**config.mk**
```make
export PLATFORM = sky130hd
export DESIGN_NAME = timer_display
export DESIGN_NICKNAME = d
export VERILOG_FILES = /design/src/rtl/timer_pkg.sv /design/src/rtl/bcd_to_seg.sv /design/src/rtl/timer_display.sv
export SDC_FILE = /design/constraint.sdc
export NUM_CORES = 1
export LEC_CHECK = 0
export CAP_MARGIN = 15
export CORE_MARGIN = 5
export CORE_UTILIZATION = 55
export CTS_BUF_LIST = sky130_fd_sc_hd__clkbuf_4 sky130_fd_sc_hd__clkbuf_8 sky130_fd_sc_hd__clkbuf_16
export DETAILED_ROUTE_END_ITERATION = 12
export DONT_BUFFER_PORTS = 1
export GPL_ROUTABILITY_DRIVEN = 0
export PLACE_DENSITY = 0.7
export SETUP_SLACK_MARGIN = 0.5
export SKIP_CTS_REPAIR_TIMING = 1
export SLEW_MARGIN = 20
export SYNTH_ARGS = -nofsm -noshare
export SYNTH_HDL_FRONTEND = slang
export SYNTH_HIERARCHICAL = 1
export SYNTH_SLANG_ARGS = --single-unit
```
**constraint.sdc**
```tcl
create_clock -name clk -period 3.3 [get_ports clk]
set_clock_uncertainty 0.1 [all_clocks]
set_input_delay 0.825 -clock clk [delete_from_list [all_inputs] [get_ports clk]]
set_output_delay 0.825 -clock clk [all_outputs]
set_load 0.01 [all_outputs]
```
**src/rtl/timer_pkg.sv**
```systemverilog
// Shared constants for the game countdown timer and its display consumer:
// 7-segment glyphs, scan digit indices and the timer's reset value.
package timer_pkg;

  localparam int unsigned DIGIT_W = 4;
  localparam int unsigned GLYPH_W = 7;
  localparam int unsigned SEG_W   = 8;
  localparam int unsigned ANODE_W = 4;
  localparam int unsigned IDX_W   = 2;

  typedef logic [GLYPH_W-1:0] glyph_t;
  typedef logic [DIGIT_W-1:0] digit_t;
  typedef logic [IDX_W-1:0]   idx_t;

  // Active-low {g,f,e,d,c,b,a}
  localparam glyph_t GLYPH_0     = 7'b1000000;
  localparam glyph_t GLYPH_1     = 7'b1111001;
  localparam glyph_t GLYPH_2     = 7'b0100100;
  localparam glyph_t GLYPH_3     = 7'b0110000;
  localparam glyph_t GLYPH_4     = 7'b0011001;
  localparam glyph_t GLYPH_5     = 7'b0010010;
  localparam glyph_t GLYPH_6     = 7'b0000010;
  localparam glyph_t GLYPH_7     = 7'b1111000;
  localparam glyph_t GLYPH_8     = 7'b0000000;
  localparam glyph_t GLYPH_9     = 7'b0010000;
  localparam glyph_t GLYPH_DASH  = 7'b0111111;
  localparam glyph_t GLYPH_P     = 7'b0001100;
  localparam glyph_t GLYPH_BLANK = 7'b1111111;

  localparam idx_t IDX_SEC2 = 2'd0;
  localparam idx_t IDX_SEC1 = 2'd1;
  localparam idx_t IDX_MIN  = 2'd2;
  localparam idx_t IDX_STAT = 2'd3;

  localparam digit_t MIN_INIT  = 4'd2;
  localparam digit_t SEC1_INIT = 4'd0;
  localparam digit_t SEC2_INIT = 4'd0;

  typedef struct packed {
    digit_t min;
    digit_t sec1;
    digit_t sec2;
  } digits_t;

  localparam digits_t DIGITS_INIT = '{min: MIN_INIT, sec1: SEC1_INIT, sec2: SEC2_INIT};

endpackage

```
**src/rtl/bcd_to_seg.sv**
```systemverilog
// Combinational BCD to active-low 7-segment glyph; non-BCD codes show a dash.
module bcd_to_seg
  import timer_pkg::*;
(
  input  digit_t bcd,
  output glyph_t seg_c
);

  always_comb begin
    seg_c = GLYPH_DASH;
    case (bcd)
      4'd0:    seg_c = GLYPH_0;
      4'd1:    seg_c = GLYPH_1;
      4'd2:    seg_c = GLYPH_2;
      4'd3:    seg_c = GLYPH_3;
      4'd4:    seg_c = GLYPH_4;
      4'd5:    seg_c = GLYPH_5;
      4'd6:    seg_c = GLYPH_6;
      4'd7:    seg_c = GLYPH_7;
      4'd8:    seg_c = GLYPH_8;
      4'd9:    seg_c = GLYPH_9;
      default: seg_c = GLYPH_DASH;
    endcase
  end

endmodule

```
**src/rtl/timer_display.sv**
```systemverilog
// Samples the timer's BCD digits once per frame, multiplexes them onto a
// 4-digit common-anode display, and flags/blinks on the 0:00 timeout.
module timer_display
  import timer_pkg::*;
#(
  parameter int unsigned SCAN_DIV  = 50000,
  parameter int unsigned BLINK_DIV = 25000000
) (
  input  logic               clk,
  input  logic               rst,
  input  logic [DIGIT_W-1:0] min,
  input  logic [DIGIT_W-1:0] sec1,
  input  logic [DIGIT_W-1:0] sec2,
  input  logic               running,
  output logic [ANODE_W-1:0] an,
  output logic [SEG_W-1:0]   seg,
  output logic               time_up,
  output logic               time_up_pulse
);

  localparam int unsigned SCAN_W  = (SCAN_DIV > 1)  ? $clog2(SCAN_DIV)  : 1;
  localparam int unsigned BLINK_W = (BLINK_DIV > 1) ? $clog2(BLINK_DIV) : 1;

  logic [SCAN_W-1:0]  scan_cnt;
  logic [BLINK_W-1:0] blink_cnt;
  idx_t               idx;
  digits_t            shadow;
  logic               blink_on;

  logic               scan_tc;
  logic               blink_tc;
  logic               time_up_nxt;
  digit_t             digit_c;
  glyph_t             glyph_c;
  logic [ANODE_W-1:0] an_nxt;
  logic [SEG_W-1:0]   seg_nxt;

  assign scan_tc     = (scan_cnt == SCAN_W'(SCAN_DIV - 1));
  assign blink_tc    = (blink_cnt == BLINK_W'(BLINK_DIV - 1));
  assign time_up_nxt = (shadow == digits_t'(0)) && running;

  // Scan position; the shadow only reloads on the 3->0 wrap so a frame never mixes samples
  always_ff @(posedge clk or negedge rst) begin
    if (!rst) begin
      scan_cnt <= '0;
      idx      <= IDX_SEC2;
      shadow   <= DIGITS_INIT;
    end else if (scan_tc) begin
      scan_cnt <= '0;
      idx      <= idx + IDX_W'(1);
      if (idx == IDX_STAT) shadow <= {min, sec1, sec2};
    end else begin
      scan_cnt <= scan_cnt + SCAN_W'(1);
    end
  end

  always_comb begin
    digit_c = shadow.sec2;
    case (idx)
      IDX_SEC1: digit_c = shadow.sec1;
      IDX_MIN:  digit_c = shadow.min;
      default:  digit_c = shadow.sec2;
    endcase
  end

  bcd_to_seg u_dec (
    .bcd   (digit_c),
    .seg_c (glyph_c)
  );

  // Leftmost digit is a status cell: 'P' while paused, blank otherwise
  always_comb begin
    an_nxt  = {ANODE_W{1'b1}};
    seg_nxt = {1'b1, GLYPH_BLANK};
    if (blink_on) an_nxt = ~(ANODE_W'(1) << idx);
    case (idx)
      IDX_MIN:  seg_nxt = {1'b0, glyph_c};
      IDX_STAT: if (!running && !time_up) seg_nxt = {1'b1, GLYPH_P};
      default:  seg_nxt = {1'b1, glyph_c};
    endcase
  end

  always_ff @(posedge clk or negedge rst) begin
    if (!rst) begin
      an  <= {ANODE_W{1'b1}};
      seg <= {SEG_W{1'b1}};
    end else begin
      an  <= an_nxt;
      seg <= seg_nxt;
    end
  end

  always_ff @(posedge clk or negedge rst) begin
    if (!rst) begin
      time_up       <= 1'b0;
      time_up_pulse <= 1'b0;
    end else begin
      time_up       <= time_up_nxt;
      time_up_pulse <= time_up_nxt && !time_up;
    end
  end

  // Blink phase only advances while timed out and restarts lit when it clears
  always_ff @(posedge clk or negedge rst) begin
    if (!rst) begin
      blink_cnt <= '0;
      blink_on  <= 1'b1;
    end else if (!time_up) begin
      blink_cnt <= '0;
      blink_on  <= 1'b1;
    end else if (blink_tc) begin
      blink_cnt <= '0;
      blink_on  <= !blink_on;
    end else begin
      blink_cnt <= blink_cnt + BLINK_W'(1);
    end
  end

endmodule

```
==> results of run 1 <==
[final cells by class]
class / instances / area, µm²
clock buffer: 14 / 161.4
clock inverter: 2 / 12.51
fill: 517 / 2575
inverter: 15 / 56.30
multi-input combinational: 235 / 1563
sequential: 70 / 1769
tap: 77 / 96.34
timing repair buffer: 1 / 7.507
[cell usage in the layout, fill, tap and decap left out, types with 7 or more instances in the layout]
master    synthesis  layout
a21oi_1          20      19
clkbuf_8          0       9
dfrtp_1          56      56
dfstp_2          14      14
ha_1             11      11
inv_1            15      15
mux2_2           12      12
nand2_1          33      33
nand3_1          11      11
nand4_1           7       7
nor2_1           31      31
o21ai_0          10      10
o31ai_1           9       9
or3_1             8       8
or4_1            10      10
xnor2_1          11      11
xor2_1           11      11
[synthesized netlist by cell type (all sizes together) (11+ instances only)]
master,number
xor2,11
nor2,31
or4,13
inv,15
o21ai,11
xnor2,11
dfstp,14
nand3,11
nand2,33
dfrtp,56
ha,11
a21oi,20
mux2,12
[worst reg2reg max path: stages (launching register included)]
cell and delay (ps):
dfrtp_1 380, inv_1 100, ha_1 460, nor2_1 90
a21oi_1 350, inv_1 150, ha_1 240, and2b_4 160
o31ai_1 240, nand2_1 90, nand2_1 90
[path summary, 6_finish.rpt]
| kind | from | end |
|---|---|---|
| max in group asynchronous | rst | shadow[9]$_DFFE_PN1P_ |
| min in group clk | blink_cnt[0]$_DFF_PN0_ | blink_cnt[0]$_DFF_PN0_ |
| worst min-delay path | rst | blink_cnt[13]$_DFF_PN0_ |
| worst min register to register | blink_cnt[0]$_DFF_PN0_ | blink_cnt[0]$_DFF_PN0_ |
| worst max-delay path | idx[0]$_DFFE_PN0N_ | seg[5]$_DFF_PN1_ |
| worst max register to register | idx[0]$_DFFE_PN0N_ | seg[5]$_DFF_PN1_ |
[per-layer routing]
| layer | global-route usage [%] | vias to the layer above |
|---|---|---|
| li1 | - | 1165 |
| met1 | 21.15 | 1136 |
| met2 | 26.66 | 45 |
| met3 | 4.424 | 10 |
| met4 | 6.495 | 0 |
| met5 | 0 | - |
[power by group through the flow]
| stage | combinational [mW] | sequential (mW) | clock, mW |
|---|---|---|---|
| after CTS | 0.0414 | 0.892 | 0.626 |
| after detailed placement | 0.0411 | 0.908 | 0 |
| after global placement | 0.0398 | 0.908 | 0 |
| final | 0.0417 | 0.892 | 0.615 |
| after global routing | 0.0469 | 0.894 | 0.670 |
| after floorplan | 0.0366 | 0.904 | 0 |
[kinds of logic (layout without fill, tap and decap cells)]
| logic type | count (synthesis) | in the layout | share of synthesized area, % |
|---|---|---|---|
| AND/OR/NAND/NOR | 139 | 139 | 22.31 |
| flip-flops | 70 | 70 | 50.88 |
| AO/OA/AOI/OAI | 50 | 50 | 8.853 |
| buffers and inverters | 29 | 32 | 4.282 |
| XOR/XNOR | 22 | 22 | 5.541 |
| multiplexers | 13 | 13 | 4.174 |
| adder cells (fa/ha/maj) | 11 | 11 | 3.958 |
[sequential cells by signal, indices dropped and copies added, names as in the netlist]
signal	count
blink_cnt	25
scan_cnt	16
shadow	12
seg	8
an	4
idx	2
blink_on	1
time_up	1
time_up_pulse	1
==> results.md, run 1 <==
- M1 wire length: 2934 µm
- Largest area contributor in the netlist: dfrtp_1
- Clock Tree Buf Depth: 2
- Vias per inst: 5.691
- GRT Resource Usage Total: 16.51%
- Power share of the clock group: 39.7%
- CTS root buf: clkbuf_8
- Initial antenna violation count: 0
- Die ar.: 8012 µm²
- Synth warn: 6
- Post-synth top area share: 40.30%
- Delay-heaviest family, CP: adder cells
- # H-tree levels: 3
- Routed wire per std cell: 14.98 µm
- Final Worst Setup Slack: 794.9 ps
- Clock sink count: 70
- Synth Area per Inst: 10.41 µm²
- Max-Cap Viols: 0
- Drt first pass iters: 4
- Worst Hold Class: input pin to asynchronous set/reset pin
- Status: completed
- Sw Pwr: 0.3342 mW
- Worst Setup Path Type: register to register
- Global-route wire length before repair: 10,090 µm
- CTS tree: done
- Synth Flop Type: dfrtp_1
- Pwr/cell area: 422.5 nW/µm²
- Vias: 2,356
- DR top layer: met4
- Slew headroom: 52.66%
- Setup TNS: 0 ps
- Buf+Inv Stages, Crit Path: 2
- Internal power: 1.215 mW
- Count of cell types in the netlist: 48
- Largest net degree at the start of global routing: 71
- R2r worst-path depth: 10
- Post-Syn Area: 3477 µm²
- Startpoint Class: register
- IO Port Bufs: 0
- Final setup vio count: 0
- Final hold vios: 0
- VDD IR max: 0.3235 mV
- Clk slew on worst S/H paths: 70 ps
- Inst Count DP: 398
- Fin area: 3666 µm²
- Initial Utilization: 55.71%
- Worst slew pin tran: 703.6 ps
- Leak pwr: 1.529 nW
- Critical Path Sink Type: register
- Setup Slack @ Placement: 655.4 ps
- Area grow syn2layout: 5.434%
- Largest stage delay, worst path: 460 ps
- CP arrival: 2690 ps
- CP Depth: 10
- Synth Register Bits: 70
- Row cnt: 29
- TritonCTS Buffers: 9
- Sequential group share of total power: 57.6%
- Die X: 89.51 µm
- Final cell count without fillers: 414
- Post-DP HPWL: 4210 µm
- Largest cells by area after synthesis: dfrtp_1 40%, dfstp_2 11%, ha_1 4.0%, mux2_2 3.9%, nand2_1 3.6%
- Slew Viols, Final: 0
- Slowest-stage cell, CP: ha_1
- Worst-path cell chain: inv_1, ha_1, nor2_1, a21oi_1, inv_1, ha_1, and2b_4, o31ai_1, nand2_1, nand2_1
- Reg2Reg Setup Slack: 790 ps
- Crit-path max FO: 9
- Setup repair after global routing missed its margin: false
- Final hold slack: 73.05 ps
- Vias in the first global route: 2,205
- Post-route ant nets: 0
- Asr flop ratio synth: 100.0%
- Syn Nets: 360
- DR WL met2: 2889 µm
- Sw frac: 21.58%
- Overall power: 1.549 mW
- Core area: 6241 µm²
- Post-synth EDFFs: 0
- GRT overflow: 0
- Nets: 358
- Layout cells sized above 1: 16.32%
- Post-Syn Instances: 334
- DRC Markers: 0
- Combinational power share: 2.7%
- I/O pin total: 29
- Fin crit share: 75.91%
- Fmax: 399.2 MHz
- Initial drt markers: 88
- Clock Latency Late Sink: 340 ps
- Crit path required time: 3480 ps
- Sequential share of the synthesized area: 50.88%
- Die H: 89.51 µm
- Routed wl met3: 277 µm
- DP Area: 3488 µm²
- Antenna fix cells: 0
- Min Tclk post-route: 2505 ps
- Routed WL: 6203 µm
- Final Util: 58.74%
Note: power is estimated with default switching activity, not from simulation.
==> run 2, diff against run 1 <==
--- a/config.mk
+++ b/config.mk
@@ -12,7 +12,7 @@
 export DETAILED_ROUTE_END_ITERATION = 12
 export DONT_BUFFER_PORTS = 1
 export GPL_ROUTABILITY_DRIVEN = 0
-export PLACE_DENSITY = 0.7
+export PLACE_DENSITY = 0.73
 export SETUP_SLACK_MARGIN = 0.5
 export SKIP_CTS_REPAIR_TIMING = 1
 export SLEW_MARGIN = 20
==> constraint.sdc (replaced) <==
create_clock -name clk -period 2.05 [get_ports clk]
set_clock_uncertainty 0.1 [all_clocks]
set_input_delay 0.5125 -clock clk [delete_from_list [all_inputs] [get_ports clk]]
set_output_delay 0.5125 -clock clk [all_outputs]
set_load 0.01 [all_outputs]
==> run 2 against run 1 <==
Core utilization up 14 points. Register-to-register slack worse by 840 ps. Non-clock buffer count up 49. The flow now finishes with violations (hold timing, setup timing). Via count up 14%. Sequential cell count unchanged. Design area up 24%. Cell count up 12%. Sequential share of layout area down 9.3 points. Largest cell class is now multi-input gates. Clock power up 69%. Sequential power up 61%. Power up 69%.
==> results.md, run 2 (synthesized netlist as in run 1, its figures left out) <==
- # fillers: 382
- Biggest regs: blink_cnt: 25 flops, scan_cnt: 16 flops, shadow: 12 flops
- CTS tree: done
- Clock Tree Buf Depth: 2
- Most used cell, CP: inv_2
- Sequential group share of total power: 55.3%
- Largest stage delay, worst path: 400 ps
- IO Port Bufs: 0
- Post-route ant nets: 0
- Startpoint Class: register
- CP arrival: 2280 ps
- Largest net degree at the start of global routing: 71
- # H-tree levels: 3
- Initial drt markers: 130
- Slew Viols, Final: 0
- Die H: 89.51 µm
- Critical Path Sink Type: register
- Internal power: 1.987 mW
- Fmax: 477.1 MHz
- Power share of the clock group: 40.0%
- Setup repair after global routing missed its margin: true
- Combinational power share: 4.7%
- Clk slew on worst S/H paths: 80 ps
- Failing checks: hold timing, setup timing
- Crit-path max FO: 4
- Vias per inst: 5.802
- Final setup vio count: 22
- Drt first pass iters: 4
- Routed WL: 8083 µm
- Worst Hold Class: input pin to asynchronous set/reset pin
- Pwr/cell area: 573.2 nW/µm²
- Leak pwr: 1.887 nW
- Worst-path cell chain: inv_2, ha_4, buf_12, nor2_4, a21oi_4, inv_2, ha_2, mux2i_4, a22oi_2, or2_2
- Vias in the first global route: 2,502
- Largest reg by FF count: blink_cnt
- I/O pin total: 29
- Sw Pwr: 0.6229 mW
- Overall power: 2.610 mW
- Max-Cap Viols: 0
- Area grow syn2layout: 30.95%
- Final hold vios: 70
- TritonCTS Buffers: 9
- Layout cells sized above 1: 41.86%
- Min Tclk post-route: 2096 ps
- Worst Setup Path Type: register to register
- CTS root buf: clkbuf_8
- DR WL met2: 4038 µm
- Worst slew pin tran: 503.5 ps
- Commonest non-fill, non-tap cells in the layout: 53 x dfrtp_1, 38 x buf_4, 31 x nand2_1
- DR top layer: met4
- GRT overflow: 0
- Status: finished, violations left
- Crit path required time: 2230 ps
- Slowest-stage cell, CP: dfrtp_1
- Sw frac: 23.87%
- VDD IR max: 0.5130 mV
- Clock sink count: 70
- Final Util: 72.96%
- M1 wire length: 3460 µm
- Routed wl met3: 340 µm
- Global-route wire length before repair: 11,530 µm
- Antenna fix cells: 0
- Core area: 6241 µm²
- Die ar.: 8012 µm²
- Routed wire per std cell: 17.42 µm
- Max FFs per register: 25
- Initial Utilization: 55.71%
- Clock Latency Late Sink: 350 ps
- Nets: 408
- Slew headroom: 66.08%
- DRC Markers: 0
- GRT Resource Usage Total: 18.82%
- Final hold slack: -252.0 ps
- Row cnt: 29
- Post-DP HPWL: 4703 µm
- Vias: 2,692
- Die X: 89.51 µm
- Final Worst Setup Slack: -46.04 ps
- Commonest non-fill, non-tap cell in the layout: dfrtp_1
- Fin crit share: 102.2%
- Initial antenna violation count: 0
==> run 2: cell types whose count changed in the layout (fill, tap and decap cells not counted), sizes merged <==
cell and change:
buf +49, clkbuf -4, clkinv +3, clkinvlp +1, nand2 +1
==> run 2: final cells by class <==
class	instances	area [µm²]	area share, %
Clock buffer	10	148.9	3.270
Clock inverter	6	35.03	0.7694
Inverter	15	58.81	1.292
Multi-Input combinational cell	236	1994	43.80
Timing Repair Buffer	50	446.7	9.810
Tap cell	77	96.34	2.116
Sequential cell	70	1773	38.94
==> run 2: critical path: cells and delay by family, from the launching register on <==
| kind | cells | cell delay, ps |
|---|---|---|
| buffers and inverters | 3 | 290 |
| AO/OA/AOI/OAI | 2 | 210 |
| adder cells (fa/ha/maj) | 2 | 520 |
| multiplexers | 1 | 170 |
| AND/OR/NAND/NOR | 2 | 320 |
| flip-flops | 1 | 400 |
==> run 2: power by group through the flow <==
stage / Clock [mW] / Combinational (mW) / Sequential, mW
after floorplan: 0 / 0.0728 / 1.46
after global placement: 0 / 0.0822 / 1.46
after detailed placement: 0 / 0.0856 / 1.46
after CTS: 1.06 / 0.0863 / 1.44
after global routing: 1.12 / 0.133 / 1.45
final: 1.04 / 0.123 / 1.44
==> run 2: per-stage QoR <==
stage	instances	instance area (µm²)	setup TNS, ps	setup WS [ps]
finish	464	4553	-286.5	-46.04
global route	464	4553	-2491	-134.3
CTS	435	3988	-254.9	-116.1
detailed placement	419	3804	-110.4	-98.62
global placement	419	3804	0	0.1597
floorplan	334	3677	0	34.41
==> run 2: final timing paths <==
| path | from | endpoint | slack, ps | cells after the start |
|---|---|---|---|---|
| worst max-delay path | idx[0]$_DFFE_PN0N_ | seg[3]$_DFF_PN1_ | -50 | 10 |
| worst min-delay path | rst | blink_cnt[8]$_DFF_PN0_ | -250 | 0 |
| worst max register to register | idx[0]$_DFFE_PN0N_ | seg[3]$_DFF_PN1_ | -50 | 10 |
| worst min register to register | blink_on$_DFFE_PN1P_ | an[2]$_DFF_PN1_ | 420 | 1 |
| max in group asynchronous | rst | an[0]$_DFF_PN1_ | 1900 | 0 |
| min in group clk | sec1[0] | shadow[4]$_DFFE_PN0P_ | 200 | 1 |
==> run 2: per-layer routing <==
layer | vias to the layer above | GRT usage [%]
met4 | 0 | 7.713
met3 | 22 | 5.069
met1 | 1332 | 25.58
met5 | - | 0
met2 | 69 | 28.60
li1 | 1269 | -
==> run 3, diff against run 2 <==
--- a/config.mk
+++ b/config.mk
@@ -12,6 +12,7 @@
 export DETAILED_ROUTE_END_ITERATION = 12
 export DONT_BUFFER_PORTS = 1
 export GPL_ROUTABILITY_DRIVEN = 0
+export GPL_TIMING_DRIVEN = 0
 export PLACE_DENSITY = 0.73
 export SETUP_SLACK_MARGIN = 0.5
 export SKIP_CTS_REPAIR_TIMING = 1
==> run 3 against run 2 <==
The flow still finishes with violations (hold timing, setup timing). Count of clock-buffer cells in the layout is the same. Core utilization shrank 0.30 points. Die area is the same. Worst hold slack gained 6.4 ps. Non-clock buffer count shrank 7. Critical path type unchanged. Highest routed layer unchanged.
==> results.md, run 3 (synthesized netlist as in run 1, its figures left out) <==
- Startpoint Class: register
- Reg area: 1773 µm²
- Crit path from: idx[0]$_DFFE_PN0N_
- Reg2reg end: seg[2]$_DFF_PN1_
- Worst Setup Path Type: register to register
- Post-DP HPWL: 4789 µm
- Worst-path cell chain: buf_4, ha_2, a22oi_2, a21oi_4, buf_12, buf_6, or2_1, a21o_1, or2_4
- Vias per inst: 5.792
- Critical Path Sink Type: register
- GRT overflow: 0
- Clock Latency Late Sink: 350 ps
- Min Tclk post-route: 2156 ps
- Die ar.: 8012 µm²
- Worst Hold Class: input pin to asynchronous set/reset pin
- Clock sink count: 70
- Die H: 89.51 µm
- Leak pwr: 1.893 nW
- Routed wire per std cell: 17.74 µm
- Initial Utilization: 55.71%
- CTS root buf: clkbuf_8
- Commonest non-fill, non-tap cells in the layout: 53 x dfrtp_1, 30 x nand2_1, 19 x buf_4
- Pwr/cell area: 566.7 nW/µm²
- Startpoint of the worst register-to-register path: idx[0]$_DFFE_PN0N_
- Post-route ant nets: 0
- Largest reg by FF count: blink_cnt
- Crit path required time: 2230 ps
- Largest net degree at the start of global routing: 71
- Initial antenna violation count: 0
- Global-route wire length before repair: 11,530 µm
- Failing checks: hold timing, setup timing
- Slew Viols, Final: 0
- Overall power: 2.570 mW
- Routed WL: 8091 µm
- Reg2Reg Setup Slack: -110 ps
- Vias in the first global route: 2,496
- Vias: 2,641
- Critical Path End: seg[2]$_DFF_PN1_
- # fillers: 408
- VDD IR max: 0.5226 mV
- I/O pin total: 29
- Fmax: 463.9 MHz
- Max FFs per register: 25
- Layout cells sized above 1: 42.48%
- Core area: 6241 µm²
- Nets: 400
- Max-Cap Viols: 0
- Status: finished, violations left
- Final setup vio count: 29
- # H-tree levels: 3
- Slew headroom: 61.85%
- CP arrival: 2330 ps
- Sw frac: 23.90%
- Antenna fix cells: 0
- CTS tree: done
- Commonest non-fill, non-tap cell in the layout: dfrtp_1
- Biggest regs: blink_cnt: 25 flops, scan_cnt: 16 flops, shadow: 12 flops
- IO Port Bufs: 0
- Power share of the clock group: 39.7%
- Internal power: 1.956 mW
- Sw Pwr: 0.6140 mW
- Footprint of the multi-input gates: 1958 µm²
- Row cnt: 29
- TritonCTS Buffers: 9
- Die X: 89.51 µm
- Fin crit share: 105.2%
- Crit-path max FO: 5
- Largest stage delay, worst path: 390 ps
- Combinational power share: 4.3%
- Drt first pass iters: 4
- GRT Resource Usage Total: 18.93%
- Initial drt markers: 137
- Setup repair after global routing missed its margin: true
- Final Worst Setup Slack: -105.8 ps
- Final hold slack: -245.6 ps
- Sequential group share of total power: 56.1%
- Final hold vios: 70
- Area grow syn2layout: 30.41%
- Clk slew on worst S/H paths: 80 ps
- DRC Markers: 0
- Worst slew pin tran: 567.5 ps
- Clock Tree Buf Depth: 2
- R2r worst-path depth: 9
- Slowest-stage cell, CP: dfrtp_1
==> run 3: worst min-delay path by stage <==
stage	endpoint	slack (ps)	depth (start not counted)
CTS	shadow[0]$_DFFE_PN0P_	-260	0
finish	blink_cnt[20]$_DFF_PN0_	-250	0
global route	blink_cnt[7]$_DFF_PN0_	-260	0
floorplan	blink_cnt[0]$_DFF_PN0_	120	0
global placement	blink_cnt[21]$_DFF_PN0_	120	0
detailed placement	blink_cnt[21]$_DFF_PN0_	120	0
==> run 3: critical path: cells and delay by family, from the launching register on <==
family	cells	cell delay, ps
AND/OR/NAND/NOR	2	450
adder cells (fa/ha/maj)	1	220
buffers and inverters	3	400
flip-flops	1	390
AO/OA/AOI/OAI	3	510
==> run 3: area by class of cell <==
cell class | instances | area share (%)
multi-input combinational | 235 | 43.18
clock buffer | 10 | 3.035
clock inverter | 6 | 1.021
buffer | 14 | 3.587
timing repair buffer | 29 | 6.705
inverter | 15 | 1.242
tap | 77 | 2.125
sequential | 70 | 39.10
==> run 3: power groups by stage <==
| stage | logic, mW | clock network [mW] | registers [mW] |
|---|---|---|---|
| after floorplan | 0.0728 | 0 | 1.46 |
| after CTS | 0.0832 | 1.04 | 1.44 |
| after global routing | 0.118 | 1.10 | 1.44 |
| after global placement | 0.0812 | 0 | 1.46 |
| after detailed placement | 0.0829 | 0 | 1.46 |
| final | 0.110 | 1.02 | 1.44 |
==> run 3: layer usage <==
metal	global-route usage (%)	vias to the layer above	wire, µm
met5	0	-	0
met4	6.901	0	148
met3	6.175	15	318
met2	29.87	49	4118
met1	24.38	1320	3505
li1	-	1257	-
==> run 3: metrics by stage <==
step	util (%)	setup TNS, ps	area (µm²)	cells	setup slack (ps)
after floorplan	-	0	3677	334	34.41
after global placement	60.47	-2567	3774	411	-124.5
after detailed placement	60.47	-2760	3774	411	-156.1
after CTS	63.41	-3391	3958	427	-171.2
after global routing	72.65	-3496	4534	456	-229.2
final	72.65	-2192	4534	456	-105.8
